[src/rtl/mult_pkg.sv]
// Shared FSM encoding for the sequential multiplier.
// Optional signed support is selected with the MULT_SIGNED_EN macro.
package mult_pkg;
  localparam int STATE_W = 2;

  typedef enum logic [STATE_W-1:0] {
    IDLE = 2'd0,
    CALC = 2'd1,
    DONE = 2'd2
  } state_e;
endpackage

[src/rtl/mult_seq_datapath.sv]
// Shift-add datapath: accumulator, operand shift registers and bit counter.
// Latency: one multiplier bit per step; no backpressure, steps whenever step_i is high.
// MULT_SIGNED_EN compiles in the two's-complement MSB correction.
module mult_seq_datapath #(
  parameter int WIDTH = 8
) (
  input  logic               clk,
  input  logic               rst_n,
  input  logic               load_i,
  input  logic               step_i,
  input  logic               signed_i,
  input  logic [WIDTH-1:0]   mcand_i,
  input  logic [WIDTH-1:0]   mplier_i,
  output logic               last_o,
  output logic [2*WIDTH-1:0] result_o
);
  localparam int CNT_W = $clog2(WIDTH + 1);

  logic [2*WIDTH-1:0] acc_q, acc_d, mcand_q, mcand_d, addend, acc_sum;
  logic [WIDTH-1:0]   mplier_q, mplier_d;
  logic [CNT_W-1:0]   cnt_q, cnt_d;
  logic               sext;

`ifdef MULT_SIGNED_EN
  logic signed_q, signed_d;
  assign sext = signed_i;
`else
  logic unused_signed;
  assign unused_signed = signed_i;
  assign sext = 1'b0;
`endif

  assign last_o = (cnt_q == CNT_W'(WIDTH - 1));

  always_comb begin
    addend = mplier_q[0] ? mcand_q : '0;
`ifdef MULT_SIGNED_EN
    // In signed mode the multiplier MSB carries negative weight.
    if (signed_q && last_o) addend = '0 - addend;
`endif
    acc_sum  = acc_q + addend;
    acc_d    = acc_q;
    mcand_d  = mcand_q;
    mplier_d = mplier_q;
    cnt_d    = cnt_q;
`ifdef MULT_SIGNED_EN
    signed_d = signed_q;
`endif
    if (load_i) begin
      acc_d    = '0;
      mcand_d  = {{WIDTH{mcand_i[WIDTH-1] & sext}}, mcand_i};
      mplier_d = mplier_i;
      cnt_d    = '0;
`ifdef MULT_SIGNED_EN
      signed_d = signed_i;
`endif
    end else if (step_i) begin
      acc_d    = acc_sum;
      mcand_d  = mcand_q << 1;
      mplier_d = mplier_q >> 1;
      cnt_d    = cnt_q + CNT_W'(1);
    end
  end

  assign result_o = acc_sum;

  always_ff @(posedge clk or negedge rst_n) begin
    if (!rst_n) begin
      acc_q    <= '0;
      mcand_q  <= '0;
      mplier_q <= '0;
      cnt_q    <= '0;
`ifdef MULT_SIGNED_EN
      signed_q <= 1'b0;
`endif
    end else begin
      acc_q    <= acc_d;
      mcand_q  <= mcand_d;
      mplier_q <= mplier_d;
      cnt_q    <= cnt_d;
`ifdef MULT_SIGNED_EN
      signed_q <= signed_d;
`endif
    end
  end
endmodule

[src/rtl/mult_seq_param.sv]
// Sequential WIDTH x WIDTH multiplier, FSM control around a shift-add datapath.
// Latency WIDTH+1 cycles from accept to done; start is ignored while busy (no queueing).
// MULT_SIGNED_EN enables signed_mode; otherwise every operation is unsigned.
module mult_seq_param
  import mult_pkg::*;
#(
  parameter int WIDTH = 8
) (
  input  logic                 clk,
  input  logic                 rst_n,
  input  logic                 start,
  input  logic                 signed_mode,
  input  logic [WIDTH-1:0]     multiplicand,
  input  logic [WIDTH-1:0]     multiplier,
  output logic [2*WIDTH-1:0]   product,
  output logic                 done,
  output logic                 busy,
  output logic [STATE_W-1:0]   state
);
  state_e             state_q;
  logic [2*WIDTH-1:0] product_q;
  logic               done_q, busy_q;
  logic               dp_load, dp_step, dp_last;
  logic [2*WIDTH-1:0] dp_result;

  assign dp_load = (state_q == IDLE) && start;
  assign dp_step = (state_q == CALC);

  mult_seq_datapath #(.WIDTH(WIDTH)) u_datapath (
    .clk      (clk),
    .rst_n    (rst_n),
    .load_i   (dp_load),
    .step_i   (dp_step),
    .signed_i (signed_mode),
    .mcand_i  (multiplicand),
    .mplier_i (multiplier),
    .last_o   (dp_last),
    .result_o (dp_result)
  );

  always_ff @(posedge clk or negedge rst_n) begin
    if (!rst_n) begin
      state_q   <= IDLE;
      product_q <= '0;
      done_q    <= 1'b0;
      busy_q    <= 1'b0;
    end else begin
      case (state_q)
        IDLE: if (start) begin
          state_q <= CALC;
          busy_q  <= 1'b1;
        end
        CALC: if (dp_last) begin
          state_q   <= DONE;
          done_q    <= 1'b1;
          product_q <= dp_result;
        end
        DONE: begin
          state_q <= IDLE;
          done_q  <= 1'b0;
          busy_q  <= 1'b0;
        end
        default: begin
          state_q <= IDLE;
          done_q  <= 1'b0;
          busy_q  <= 1'b0;
        end
      endcase
    end
  end

  assign product = product_q;
  assign done    = done_q;
  assign busy    = busy_q;
  assign state   = state_q;
endmodule

[config.mk]
export PLATFORM = sky130hd
export DESIGN_NAME = mult_seq_param
export DESIGN_NICKNAME = d
export VERILOG_FILES = /design/src/rtl/mult_pkg.sv /design/src/rtl/mult_seq_datapath.sv /design/src/rtl/mult_seq_param.sv
export SDC_FILE = /design/constraint.sdc
export NUM_CORES = 1
export LEC_CHECK = 0
export ABC_CLOCK_PERIOD_IN_PS = 4000
export CORE_ASPECT_RATIO = 1.1
export CORE_MARGIN = 2
export CORE_UTILIZATION = 40
export CTS_BUF_LIST = sky130_fd_sc_hd__clkbuf_4 sky130_fd_sc_hd__clkbuf_8
export CTS_CLUSTER_SIZE = 30
export DETAILED_ROUTE_END_ITERATION = 10
export DONT_BUFFER_PORTS = 1
export PLACE_DENSITY = 0.64
export SYNTH_ARGS = -nofsm -noshare
export SYNTH_HDL_FRONTEND = slang
export SYNTH_SLANG_ARGS = --single-unit
[constraint.sdc]
create_clock -name clk -period 4 [get_ports clk]
set_input_delay 0.6 -clock clk [delete_from_list [all_inputs] [get_ports clk]]
set_output_delay 0.6 -clock clk [all_outputs]
set_load 0.02 [all_outputs]
# [After elaboration in Yosys (flattened, before gate mapping)]
# Cells that the tools add are included.
[op_classes] n_div=0 add_sub_neg=2 n_shift=0 muxes=16 n_mul=0 n_bitwise=2 n_reduce_logical=7 eq_ne=4 magnitude_cmp=0
[ops] op="$mux 16" count=5
[ops] op="$add 16x16->16" count=1
[ops] op="$mux 8" count=2
[ops] op="$mux 4" count=2
[ops] op="$reduce_and 2->1" count=4
[ops] op="$add 4x1->4 const B" count=1
[ops] op="$eq 4x3->1 const B" count=1
[ops] op="$mux 2" count=2
[ops] op="$pmux 1 s2" count=2
[ops] op="$pmux 2 s2" count=1
[ops] op="$eq 2x1->1 const B" count=1
[ops] op="$logic_not 2->1" count=1
[ops] op="$mux 1" count=2
[ops] op="$ne 2x1->1 const B" count=1
[ops] op="$ne 2x2->1 const B" count=1
[ops] op="$not 1->1" count=2
[ops] op="$reduce_bool 2->1" count=1
[ops] op="$logic_and 1x1->1" count=1
[totals] n_memories=0 word_cells=39 in_bits=20 rom_bits=0 reg_bits=64 latchBits=0 ramBits=0 output_inout_bits=20

# [Logic depth before layout (Yosys ltp)]
[depth] ltp_word=4 depth_mapped=10 mapped_depth_nobuf=9

# [Modules after synthesis]
# Synthesis repeated with hierarchy kept, for this count alone.
[unflattened] hier_cells=356 hier_area_um2=3628.5
[by_module_without_submodules] mod="mult_seq_datapath" instances=1 area_each_um2=2832.7 seq_area_each_um2=1101.1 cells_per_inst=308
[by_module_without_submodules] mod="mult_seq_param" instances=1 area_each_um2=795.8 seq_area_each_um2=500.5 cells_per_inst=48

# [Worst setup path after synthesis]
# OpenSTA, ideal clock, no wires.
[synth_timing] path_kind="register to register" from="register u_datapath.mplier_q[0]" to="register product_q[14] (netlist: product[14])" path_stages_with_launch=11 setup_time_ns=0.132 period_less_slack_ns=2.318 required_time_ns=3.868 n_path_buf=2 t_arrival_ns=2.186 slack_ns=1.682 path_cell_list="dfrtp_1 -> clkbuf_1 -> and2_1 -> ha_1 -> buf_6 -> a211o_1 -> a31oi_4 -> nor4_1 -> nor4_2 -> xor2_1 -> o21ai_1"
[synth_between] elab_chain_cells=2
[synth_rtl] element="from (decl)" line_no="mult_seq_datapath.sv:20" source="logic [WIDTH-1:0] mplier_q, mplier_d;"
[synth_rtl] element="from (signal assigned)" line_no="mult_seq_datapath.sv:79" source="mplier_q <= mplier_d;"
[synth_rtl] element="$mux 16" line_no="mult_seq_datapath.sv:36" source="addend = mplier_q[0] ? mcand_q : '0;"
[synth_rtl] element="$add 16x16->16" line_no="mult_seq_datapath.sv:41" source="acc_sum = acc_q + addend;"
[synth_rtl] element="to (signal assigned)" line_no="mult_seq_param.sv:56" source="product_q <= dp_result;"
[synth_rtl] element="to (decl)" line_no="mult_seq_param.sv:21" source="logic [2*WIDTH-1:0] product_q;"
# No other way between the ends.
# A chain may end at the register's enable or synchronous reset.

# [Worst setup path in the final report]
[layout_timing] from="register u_datapath.mplier_q[0]" to="register u_datapath.acc_q[14]"
[layout_between] elab_chain_cells=4
[layout_rtl] element="$mux 16" line_no="mult_seq_datapath.sv:36"
[layout_rtl] element="$add 16x16->16" line_no="mult_seq_datapath.sv:41"
[layout_rtl] element="$mux 16" line_no="mult_seq_datapath.sv:57" source="end else if (step_i) begin"
[layout_rtl] element="$mux 16" line_no="mult_seq_datapath.sv:49" source="if (load_i) begin"
[layout_rtl] element="to (signal assigned)" line_no="mult_seq_datapath.sv:69" source="acc_q <= '0;"
[layout_rtl] element="to (signal assigned)" line_no="mult_seq_datapath.sv:77" source="acc_q <= acc_d;"
[layout_rtl] element="to (decl)" line_no="mult_seq_datapath.sv:19" source="logic [2*WIDTH-1:0] acc_q, acc_d, mcand_q, mcand_d, addend, acc_sum;"
# No other way between the ends. The select of a mux whose other input is x is not followed.

==> metrics <==
status=complete, no violations; Crit Path Max Fanout=17; RSZ-0062 raised after global routing=false; DRC marker count from the first detailed-route iteration=116; fin crit period=2665 ps; Crit Path Category=flip-flop to flip-flop; fin nets=377; VDD IR max=0.3083 mV; DR vias/cell=5.513; Post-Syn Area=3391 um^2; Core Region=8320 um^2; Final Cell Area=3722 um^2; ys async rst share=100.0%; GRT Total Usage=16.69%; syn_area_per_cell=9.886 um^2; period utilisation layout=66.62%; Switch Pwr=1001 uW; Highest Clock Rate=375.2 MHz; Leak Pwr=0.001683 uW; Mapped Cells=343; CP Launch Type=flip-flop; CP cell instances=and2_1 > ha_1 > fa_1 > a21o_2 > a31oi_4 > nor4_1 > nor4_2 > xor2_1 > o21ai_1; crit path DAT=2860 ps; Seq cells post-synth=64; Post-synth EDFFs=0; worst clock skew=9.724 ps; DR DRC count=0; H-tree levels=3; grt ovf=0; measured slew at the worst slew-check pin=1089 ps; Die W=91.79 um; Reg2Reg Setup Slack=1340 ps; Clk pwr share=22.6%; hpwl dp=4746 um; CTS Root Cell=clkbuf_8; post-layout util=44.74%; Setup Buffers After CTS=0; post-synthesis sequential area ratio=47.23%; Worst-path clk slew=70 ps; cell internal pwr=1542 uW; Setup TNS=0 ps; largest net degree at the start of global routing=65; CP endpoint kind=flip-flop; drt total wl=7251 um; Sw Share=39.36%; gpl congestion=0.8934; std cell rows=35; Post-Place Cell Area=3488 um^2; later-pin clock latency in the skew report=330 ps; die area=9230 um^2; total power divided by cell area=683.0 nW/um^2; Max Root-Sink Buffers=2; share of cells above drive strength 1=10.43%; pre-CTS setup slack=1335 ps; combinational fraction of design power=32.3%; Starting Density=40.75%; Slew Limit Fails=0; Syn Nets=380; max_cap viols=0; Top FF cell, synth=dfrtp_1; minimum hold slack=147.1 ps; Min-Delay Path Class=input port to asynchronous set/reset pin; Top Ports=40; final-report hold violation count=0; CTS resizes=0; vias in the first global route=2,574; first-pass GRT wire length=12,320 um; Setup-failing EPs final=0; Area Growth Syn to Fin=9.779%; Largest stage delay, worst path=530 ps; IO buf count=0; cts bufs inserted=9; Slew headroom=27.28%; post-route setup slack=1335 ps; Pre-Repair DR Iteration Count=4; number of routed nets with antenna violations=0; critical path's slowest cell=dfrtp_1; Reg power frac=45.2%; via count=2,514; Die Ht=100.6 um; Clock Sinks=64; Required @ worst endpoint=4200 ps; antenna violations before repair=0; Yosys cell types=53; CTS tree=done; diode count=0; WL per Instance=15.90 um; Ys Warns=0
routing by layer:
| metal | track usage (%) | vias up | routed length (um) |
|---|---|---|---|
| li1 | - | 1251 | - |
| met3 | 4.862 | 8 | 354 |
| met4 | 6.200 | 0 | 88 |
| met5 | 0 | - | 0 |
| met2 | 26.47 | 50 | 3250 |
| met1 | 21.81 | 1205 | 3558 |
timing repair:
action,4_1_cts,5_1_grt
endpoints found under the hold margin,64,0
setup endpoints to repair,0,0
hold buffers,1,0
power by group through the flow:
stage,clock network [uW],logic [uW],registers [uW]
3_3_place_gp,0,785,1150
3_5_place_dp,0,808,1160
5_1_grt,617,932,1180
4_1_cts,591,829,1150
2_1_floorplan,0,665,1110
6_report,574,820,1150
per-stage QoR:
| step | instances | power (uW) |
|---|---|---|
| after floorplan | 343 | 1773 |
| after global placement | 439 | 1938 |
| after detailed placement | 439 | 1971 |
| after CTS | 456 | 2570 |
| after global routing | 456 | 2731 |
| final | 456 | 2542 |
flip-flops by register name (all words and copies together) (netlist names):
name	count
u_datapath.cnt_q	4
done	1
u_datapath.mplier_q	8
u_datapath.acc_q	16
u_datapath.mcand_q	16
busy	1
state	2
product	16
area by class of cell:
class	count	area (um^2)
inverters	3	11.26
flip-flops and latches	64	1602
clock buffers	11	151.4
fillers	803	4598
well taps	111	138.9
clock inverters	5	55.05
repair buffers	6	65.06
multi-input cells	256	1699
cells in the mapped netlist, types with 2 or more instances:
cell type	instances	area [um^2]
and2_1	16	100.1
xor2_1	6	52.55
nand2_1	53	198.9
o31ai_1	2	15.01
a22o_1	19	166.4
xnor2_1	6	52.55
nand4_1	6	37.54
nor3_1	5	25.02
o311ai_1	2	17.52
o21ai_0	20	100.1
nor2_1	11	41.29
o211ai_1	2	15.01
a21o_1	5	37.54
ha_1	16	200.2
o21ai_1	9	45.04
nand3_1	10	50.05
nor2b_1	4	25.02
inv_1	2	7.510
dfrtp_1	64	1602
a22oi_1	14	105.1
a211oi_1	3	22.52
clkbuf_1	18	67.56
a21oi_1	17	85.08
o21bai_1	2	15.01
mux2_2	3	33.78
cells in the final DEF, fill, tap and decap left out, drive strengths merged, types with 2 or more instances in the layout:
cell type / count
xor2: 6
o211ai: 3
nor2b: 4
o311ai: 2
a21oi: 18
nand3: 10
nor3: 5
a31oi: 2
a22o: 19
o31ai: 2
clkbuf: 11
buf: 6
nor4: 2
nand4: 6
a21o: 6
ha: 16
nor2: 12
mux2: 4
a211oi: 4
inv: 2
clkinv: 3
o21bai: 2
a22oi: 14
dfrtp: 64
clkinvlp: 2
nand2: 53
o21ai: 30
and2: 16
xnor2: 6
worst paths after layout:
path / from / to / depth (start not counted)
worst max-delay path: u_datapath.mplier_q[0]$_DFFE_PN0P_ / u_datapath.acc_q[14]$_DFFE_PN0P_ / 9
worst min-delay path: rst_n / u_datapath.mcand_q[9]$_DFFE_PN0P_ / 1
worst max register to register: u_datapath.mplier_q[0]$_DFFE_PN0P_ / u_datapath.acc_q[14]$_DFFE_PN0P_ / 9
worst min register to register: u_datapath.mplier_q[3]$_DFFE_PN0P_ / u_datapath.mplier_q[3]$_DFFE_PN0P_ / 2
max in group asynchronous: rst_n / u_datapath.cnt_q[1]$_DFFE_PN0P_ / 1
min in group clk: multiplicand[0] / u_datapath.mcand_q[0]$_DFFE_PN0P_ / 1
worst max-delay path, delay by kind of cell (launching register included):
family	cells	cell delay, ps
flip-flops	1	530
AND/OR/NAND/NOR	3	570
adder cells (fa/ha/maj)	2	610
XOR/XNOR	1	220
AO/OA/AOI/OAI	3	600
kinds of logic (layout without fill, tap and decap cells):
group,count (synthesis),in the layout,share of synthesized area [%]
buffers and inverters,23,25,2.767
AO/OA/AOI/OAI,109,109,22.80
AND/OR/NAND/NOR,113,113,15.87
XOR/XNOR,12,12,3.100
multiplexers,5,5,1.734
flip-flops,64,64,47.23
adder cells (fa/ha/maj),17,17,6.494
(Power assumes the default switching activity.)
